## config.mk

```make
export PLATFORM = sky130hd
export DESIGN_NAME = add_sub_acc_flat
export DESIGN_NICKNAME = d
export VERILOG_FILES = /design/src/rtl/add_sub_acc_if.sv /design/src/rtl/add_sub_acc.sv /design/src/flat_wrapper.sv
export SDC_FILE = /design/constraint.sdc
export NUM_CORES = 1
export LEC_CHECK = 0
export BUFFER_PORTS_ARGS = -buffer_cell sky130_fd_sc_hd__buf_2
export CORE_MARGIN = 5
export CORE_UTILIZATION = 25
export CTS_BUF_LIST = sky130_fd_sc_hd__clkbuf_8 sky130_fd_sc_hd__clkbuf_16
export CTS_CLUSTER_DIAMETER = 40
export DETAILED_ROUTE_END_ITERATION = 16
export GPL_TIMING_DRIVEN = 0
export PLACE_DENSITY_LB_ADDON = 0.15
export SYNTH_ARGS = -nofsm -noshare
export SYNTH_HDL_FRONTEND = slang
export SYNTH_SLANG_ARGS = --single-unit
```

## constraint.sdc

```tcl
create_clock -name clk -period 2.03 [get_ports clk]
set_input_delay 0.3045 -clock clk [delete_from_list [all_inputs] [get_ports clk]]
set_output_delay 0.3045 -clock clk [all_outputs]
set_load 0.1 [all_outputs]
```

## src/rtl/add_sub_acc_if.sv

```systemverilog
// add_sub_acc_if: request/response bundle between a requester and add_sub_acc.
//   master: drives in_valid/in_op/in_data and out_ready; observes everything else.
//   slave : drives in_ready, out_valid and the accumulator/status outputs.
interface add_sub_acc_if #(parameter int CNT_W = 8);
    logic             in_valid;
    logic             in_ready;
    logic [1:0]       in_op;
    logic [3:0]       in_data;
    logic             out_valid;
    logic             out_ready;
    logic [3:0]       acc;
    logic             carry;
    logic             ovf;
    logic             zero;
    logic [CNT_W-1:0] op_count;
    modport master(output in_valid, in_op, in_data, out_ready,
                   input in_ready, out_valid, acc, carry, ovf, zero, op_count);
    modport slave(input in_valid, in_op, in_data, out_ready,
                  output in_ready, out_valid, acc, carry, ovf, zero, op_count);
endinterface

```

## src/rtl/add_sub_acc.sv

```systemverilog
// add_sub_acc: sequencing accumulator that feeds and consumes an external add_sub adder.
//   clk, rst         : clock, synchronous active-high reset
//   bus (slave)      : request handshake (in_*), response handshake (out_*), acc/flags/op_count
//   as_a/as_b/as_cin : registered operands to the adder
//   as_sum/as_cout   : adder result, captured at the end of EXEC
module add_sub_acc #(parameter int CNT_W = 8) (
    input  logic         clk,
    input  logic         rst,
    add_sub_acc_if.slave bus,
    output logic [3:0]   as_a,
    output logic [3:0]   as_b,
    output logic         as_cin,
    input  logic [3:0]   as_sum,
    input  logic         as_cout
);
    typedef enum logic [1:0] {IDLE, EXEC, RESP} state_t;
    state_t           state_q;
    logic [1:0]       op_q;
    logic [3:0]       a_q, b_q, acc_q;
    logic             cin_q, carry_q, ovf_q;
    logic [CNT_W-1:0] cnt_q, cnt_d;
    logic [3:0]       b_eff;
    logic             ovf_d;
    // Overflow is judged on the operand the adder really sees (b inverted for SUB).
    assign b_eff = b_q ^ {4{cin_q}};
    assign ovf_d = (a_q[3] == b_eff[3]) & (as_sum[3] != a_q[3]);
    assign cnt_d = (cnt_q == '1) ? cnt_q : cnt_q + CNT_W'(1);
    always_ff @(posedge clk) begin
        if (rst) begin
            state_q <= IDLE;
            op_q    <= '0;
            a_q     <= '0;
            b_q     <= '0;
            cin_q   <= 1'b0;
            acc_q   <= '0;
            carry_q <= 1'b0;
            ovf_q   <= 1'b0;
            cnt_q   <= '0;
        end else begin
            case (state_q)
                IDLE: if (bus.in_valid) begin
                    op_q    <= bus.in_op;
                    a_q     <= acc_q;
                    b_q     <= bus.in_data;
                    cin_q   <= bus.in_op == 2'b01;
                    state_q <= EXEC;
                end
                EXEC: begin
                    state_q <= RESP;
                    case (op_q)
                        2'b00, 2'b01: begin
                            acc_q   <= as_sum;
                            carry_q <= as_cout;
                            ovf_q   <= ovf_d;
                            cnt_q   <= cnt_d;
                        end
                        2'b10: begin
                            acc_q   <= b_q;
                            carry_q <= 1'b0;
                            ovf_q   <= 1'b0;
                        end
                        default: begin
                            acc_q   <= '0;
                            carry_q <= 1'b0;
                            ovf_q   <= 1'b0;
                            cnt_q   <= '0;
                        end
                    endcase
                end
                RESP: if (bus.out_ready) state_q <= IDLE;
                default: state_q <= IDLE;
            endcase
        end
    end
    assign as_a          = a_q;
    assign as_b          = b_q;
    assign as_cin        = cin_q;
    assign bus.in_ready  = state_q == IDLE;
    assign bus.out_valid = state_q == RESP;
    assign bus.acc       = acc_q;
    assign bus.carry     = carry_q;
    assign bus.ovf       = ovf_q;
    assign bus.zero      = acc_q == 4'd0;
    assign bus.op_count  = cnt_q;
endmodule
```

## src/flat_wrapper.sv

```systemverilog
// flat-port wrapper written by rule: the top's interface ports become plain ports
module add_sub_acc_flat 
#(parameter int CNT_W = 8)
  (clk, rst, as_a, as_b, as_cin, as_sum, as_cout, bus_in_valid, bus_in_op, bus_in_data, bus_out_ready, bus_in_ready, bus_out_valid, bus_acc, bus_carry, bus_ovf, bus_zero, bus_op_count);
  add_sub_acc_if #(.CNT_W(CNT_W)) bus_i ();
  input  logic clk;
  input  logic rst;
  output logic [3:0] as_a;
  output logic [3:0] as_b;
  output logic as_cin;
  input  logic [3:0] as_sum;
  input  logic as_cout;
  input wire logic [$bits(bus_i.in_valid)-1:0] bus_in_valid;
  input wire logic [$bits(bus_i.in_op)-1:0] bus_in_op;
  input wire logic [$bits(bus_i.in_data)-1:0] bus_in_data;
  input wire logic [$bits(bus_i.out_ready)-1:0] bus_out_ready;
  output wire logic [$bits(bus_i.in_ready)-1:0] bus_in_ready;
  output wire logic [$bits(bus_i.out_valid)-1:0] bus_out_valid;
  output wire logic [$bits(bus_i.acc)-1:0] bus_acc;
  output wire logic [$bits(bus_i.carry)-1:0] bus_carry;
  output wire logic [$bits(bus_i.ovf)-1:0] bus_ovf;
  output wire logic [$bits(bus_i.zero)-1:0] bus_zero;
  output wire logic [$bits(bus_i.op_count)-1:0] bus_op_count;
  assign bus_i.in_valid = bus_in_valid;
  assign bus_i.in_op = bus_in_op;
  assign bus_i.in_data = bus_in_data;
  assign bus_i.out_ready = bus_out_ready;
  assign bus_in_ready = bus_i.in_ready;
  assign bus_out_valid = bus_i.out_valid;
  assign bus_acc = bus_i.acc;
  assign bus_carry = bus_i.carry;
  assign bus_ovf = bus_i.ovf;
  assign bus_zero = bus_i.zero;
  assign bus_op_count = bus_i.op_count;
  add_sub_acc #(.CNT_W(CNT_W)) u_core (.clk(clk), .rst(rst), .bus(bus_i), .as_a(as_a), .as_b(as_b), .as_cin(as_cin), .as_sum(as_sum), .as_cout(as_cout));
endmodule
```

Yosys cells after proc, flatten, opt, wreduce, memory -nomap -nowiden --
Cells that the tools add are included.
Operators by class: equality and inequality tests 11, mux-type cells 8, multipliers 0, $lt $le $gt $ge 0, divide/modulo/power cells 0, bitwise operators 3, add/subtract/negate cells 1, shifts and indexed selects 0, reductions and logical operators 7
Operators by type and width (number):
- $pmux 8 s2 | 1
- $add 8x1->8 const B | 1
- $eq 8x8->1 const B | 1
- $mux 8 | 1
- $pmux 4 s2 | 1
- $eq 2x1->1 const B | 3
- $ne 2x2->1 const B | 3
- $pmux 2 s3 | 1
- $eq 2x2->1 const B | 2
- $logic_not 2->1 | 2
- $logic_not 4->1 | 1
- $mux 2 | 2
- $reduce_and 2->1 | 2
- $xor 4x4->4 | 1
- $reduce_and 3->1 | 1
- $mux 1 | 2
- $reduce_or 2->1 | 1
- $and 1x1->1 | 1
- $eq 1x1->1 | 1
- $ne 1x1->1 | 1
- $not 1->1 | 1
Word-level totals: input bits 15, output and inout bits 26, memory bits (writable) 0, memories kept 0, bits in registers 27, memory bits (read-only) 0, logic and storage cells 39, bits in latches 0

Logic depth before layout (Yosys ltp) --
depth after elaboration 4, mapped depth 6, depth with buffers taken out 5

Worst setup path after synthesis --
Ideal clock, no wire load.
path type register to output, start point reg u_core.acc_q[0] (netlist: u_core.bus.acc[0]), end point out bus_zero, required time 1.725 ns, slack -1.972 ns, buffers on the path 0, data arrival time 3.698 ns, cell stages (with the launch flop) 2, cell sequence dfxtp_1 nor4_1
Between the ends: word-level cells in the longest chain between the ends 1
Ends and longest elaborated chain:
- start, declared | line add_sub_acc.sv:19 | logic [3:0] a_q, b_q, acc_q;
- start signal, assigned | line add_sub_acc.sv:52 | acc_q <= as_sum;
- start signal, assigned | line add_sub_acc.sv:58 | acc_q <= b_q;
- $logic_not 4->1 | line add_sub_acc.sv:83 | assign bus.zero = acc_q == 4'd0;
- end, declared | line flat_wrapper.sv:22 | output wire logic [$bits(bus_i.zero)-1:0] bus_zero;
No other way between the ends.

Worst setup path after layout --
start point reg u_core.cnt_q[0] (netlist: u_core.bus.op_count[0]), end point reg u_core.cnt_q[2] (netlist: u_core.bus.op_count[2])
Between the ends: word-level cells in the longest chain between the ends 3, elaborated cells on any way between the ends 6, those cells by class add/sub (1); eq/ne (2); mux (2); reduce/logical (1)
Ends and longest elaborated chain:
- start, declared | line add_sub_acc.sv:21 | logic [CNT_W-1:0] cnt_q, cnt_d;
- start signal, assigned | line add_sub_acc.sv:55 | cnt_q <= cnt_d;
- $add 8x1->8 or $eq 8x8->1 (tied branches) | line add_sub_acc.sv:27 | assign cnt_d = (cnt_q == '1) ? cnt_q : cnt_q + CNT_W'(1);
- $mux 8 or $ne 2x2->1 (tied branches)
- $pmux 8 s2 or $reduce_and 3->1 (tied branches)
Several ways; a longest one is shown, not always the timed one. The select of a mux whose other input is x is not followed. A chain may end at the register's enable or synchronous reset.

==> impl_metrics.py <==
metrics = {
    "synth": {
        "async_flop_share_pct": 0,
        "synth_flop_cell": "dfxtp_1",
        "synth_xor_xnor_area_share_pct": 0.749,
        "synth_edf_count": 0,
        "synth.avg_cell_area_sq_um": 7.90,
        "yosys.area_share.simple_pct": 31.3,
        "synth_compound_area_share_pct": 17.4,
        "synth_top_family_by_area": "simple AND/OR/NAND/NOR gates",
        "synthesis.area_sq_um": 1170,
        "synth.distinct_cells": 31,
        "synth_fa_ha_area_share_pct": 1.07,
        "yosysMostFrequentCell": "nand2_1",
        "yosys.area.top_type": "dfxtp_1",
        "synth-seq-cells": 27,
        "yosysTopAreaCellShare_pct": 46.2,
        "synth_commonest_cells": "nand2_1 (36), dfxtp_1 (27), a21oi_1 (19)",
        "ys_top_cells_by_area": "dfxtp_1 (46%), nand2_1 (12%), a21oi_1 (8.1%), nand3_1 (3.9%), clkbuf_1 (2.6%)",
        "synth_mux_area_share_pct": 0,
        "ys_seq_area_share_pct": 46.2,
        "syn-num-nets": 164,
        "syn_inst": 148,
        "ys_warn_count": 0,
    },
    "clocking": {
        "clockRootBuffer": "clkbuf_8",
        "clock_latency_ps": 270,
        "holdBufCountCts": 0,
        "cts_tree": "yes",
        "ctsResizeCount": 0,
        "cts_buffers": 3,
        "cts_setup_buffers": 0,
        "htree_levels": 1,
        "cts_max_path_buffers": 2,
        "path_clk_slew_ps": 100,
        "numClockSinks": 27,
    },
    "job": {
        "max_cap_violations": 0,
    },
    "die": {
        "die_area_sq_um": 6150,
        "die_y_um": 78.4,
        "ios": 41,
        "dieWidth_um": 78.4,
        "core_area_sq_um": 4440,
        "num_rows": 24,
        "start_util_pct": 26.3,
    },
    "critical_path": {
        "critPathArrivalTime_ps": 2130,
        "worstPathRequired_ps": 2230,
        "r2r_setup_slack_ps": 100,
        "crit_type": "flip-flop to flip-flop",
        "ff2ff_path_depth": 5,
        "r2r_start": "u_core.bus.op_count[0]",
        "critPathMaxFanout": 6,
        "end_kind": "flip-flop",
        "startpoint_type": "flip-flop",
        "reg2reg_to": "u_core.bus.op_count[2]",
    },
    "hold_path": {
        "hold-path-cell-count": 3,
        "whs_endpoint": "u_core.as_b[2]",
        "hp-start": "bus_in_data[2]",
        "hp-class": "primary input to flip-flop",
    },
    "placed_design": {
        "place_ws_ps": 114,
        "portBuffers": 39,
        "gp_congestion": 0.737,
        "hpwl_um": 2520,
    },
    "grt": {
        "grt_max_degree": 16,
        "overflow": 0,
        "grt_pass1_wl_um": 5710,
        "antenna_found_initial": 0,
        "grt_pass1_vias": 1195,
        "grtUsageTotal_pct": 11.3,
    },
    "final_layout": {
        "finalCoreUtilization_pct": 34.0,
        "diodes": 0,
        "fin_nets": 208,
        "syn2layout_area_growth_pct": 29.1,
        "drive_gt1_share_pct": 29.3,
    },
    "sta": {
        "setup_violations": 0,
        "fin_ws_ps": 102,
        "worst_pin_slew_ps": 533,
        "final_max_slew_viol_count": 0,
        "timing.fmax_ghz": 0.519,
        "post-route-min-period_ps": 1930,
        "maxSlewHeadroom_pct": 64.5,
        "skew_ps": 2.28,
        "rsz0062_at_grt": "false",
        "min_period_over_period_pct": 95.0,
        "fin_tns_setup_ps": 0,
        "hold_viol": 0,
        "hold_ws_ps": 257,
    },
    "pwr": {
        "peakVddDrop_mv": 0.449,
        "p_leak_nw": 0.607,
        "powerDensity_nw_per_um2": 810,
        "total_power_w": 0.00122,
    },
    "drt": {
        "drt_wl_total_um": 3350,
        "wire_per_inst_um": 13.8,
        "firstDrtPassIters": 4,
        "vias_per_cell": 4.90,
        "first_iter_violations": 51,
        "route.vias.total": 1190,
        "post-route-drc-count": 0,
        "ant_nets": 0,
    },
    "run_status": {
        "outcome": "finished, final reports clean",
    },
}
worst max-delay path: stages (launching register included):
cell	delay, ps
dfxtp_4	370
ha_1	240
and4b_1	200
a211o_1	350
or4b_1	520
a31oi_1	170
placed cells by master, fill, tap and decap left out, drive strengths merged:
| cell type | instances |
|---|---|
| buf | 40 |
| nand2 | 36 |
| dfxtp | 27 |
| a21oi | 19 |
| clkbuf | 11 |
| nand3 | 9 |
| nor2 | 8 |
| or4 | 4 |
| a31oi | 4 |
| nor2b | 3 |
| nand2b | 2 |
| or4b | 2 |
| nand3b | 2 |
| a2bb2oi | 2 |
| a211oi | 2 |
| a221oi | 2 |
| nor3 | 2 |
| nor4 | 2 |
| o21ai | 2 |
| o21a | 1 |
| inv | 1 |
| and4 | 1 |
| and4b | 1 |
| a211o | 1 |
| and3 | 1 |
| or3 | 1 |
| and2 | 1 |
| xnor2 | 1 |
| a21o | 1 |
| ha | 1 |
| clkinv | 1 |
how the worst max path moves through the flow:
stage | cells after the start | slack (ps) | endpoint | from
after detailed placement | 6 | 110 | u_core.bus.op_count[0] | u_core.bus.op_count[0]
final | 5 | 100 | u_core.bus.op_count[2] | u_core.bus.op_count[0]
after floorplan | 1 | -180 | bus_zero | u_core.bus.acc[0]
after CTS | 6 | 70 | u_core.bus.op_count[0] | u_core.bus.op_count[0]
after global placement | 6 | 90 | u_core.bus.op_count[0] | u_core.bus.op_count[0]
after global routing | 6 | 2 | u_core.bus.op_count[0] | u_core.bus.op_count[0]
registers in the layout, summed over array words and instances, names as in the netlist:
signal / flops
u_core.as_a: 4
u_core.as_b: 4
u_core.as_cin: 1
u_core.bus.acc: 4
u_core.bus.carry: 1
u_core.bus.op_count: 8
u_core.bus.ovf: 1
u_core.op_q: 2
u_core.state_q: 2
cell type report:
cell class | instances | area [sq um]
buffer | 9 | 35.0
clock buffer | 3 | 41.3
clock inverter | 1 | 5.00
fill | 490 | 2930
inverter | 1 | 3.75
multi-input combinational | 111 | 612
sequential | 27 | 553
tap | 52 | 65.1
timing repair buffer | 39 | 195
through the flow:
step / instance area (sq um) / std cells
detailed placement: 1460 / 239
finish: 1510 / 243
floorplan: 1200 / 148
CTS: 1510 / 243
global placement: 1460 / 239
global route: 1510 / 243
cell families (layout without fill, tap and decap cells):
group,Yosys count,in the layout
AND/OR/NAND/NOR,75,75
flip-flops,27,27
XOR/XNOR,1,1
AO/OA/AOI/OAI,34,34
adder cells (fa/ha/maj),1,1
buffers and inverters,10,53
routing by layer:
metal	wire length (um)	GRT usage (%)	vias up
li1	-	-	611
met1	1580	14.5	542
met2	1560	18.8	35
met3	197	3.89	2
met4	19	1.92	0
met5	0	0	-
where the power goes:
part | total (W) | internal (W) | switching [W]
combinational | 0.000330 | 0.0000650 | 0.000265
sequential | 0.000578 | 0.000553 | 0.0000250
clock | 0.000315 | 0.000138 | 0.000178
total | 0.00122 | 0.000756 | 0.000467
No activity file was read; power rests on OpenSTA's default activity.
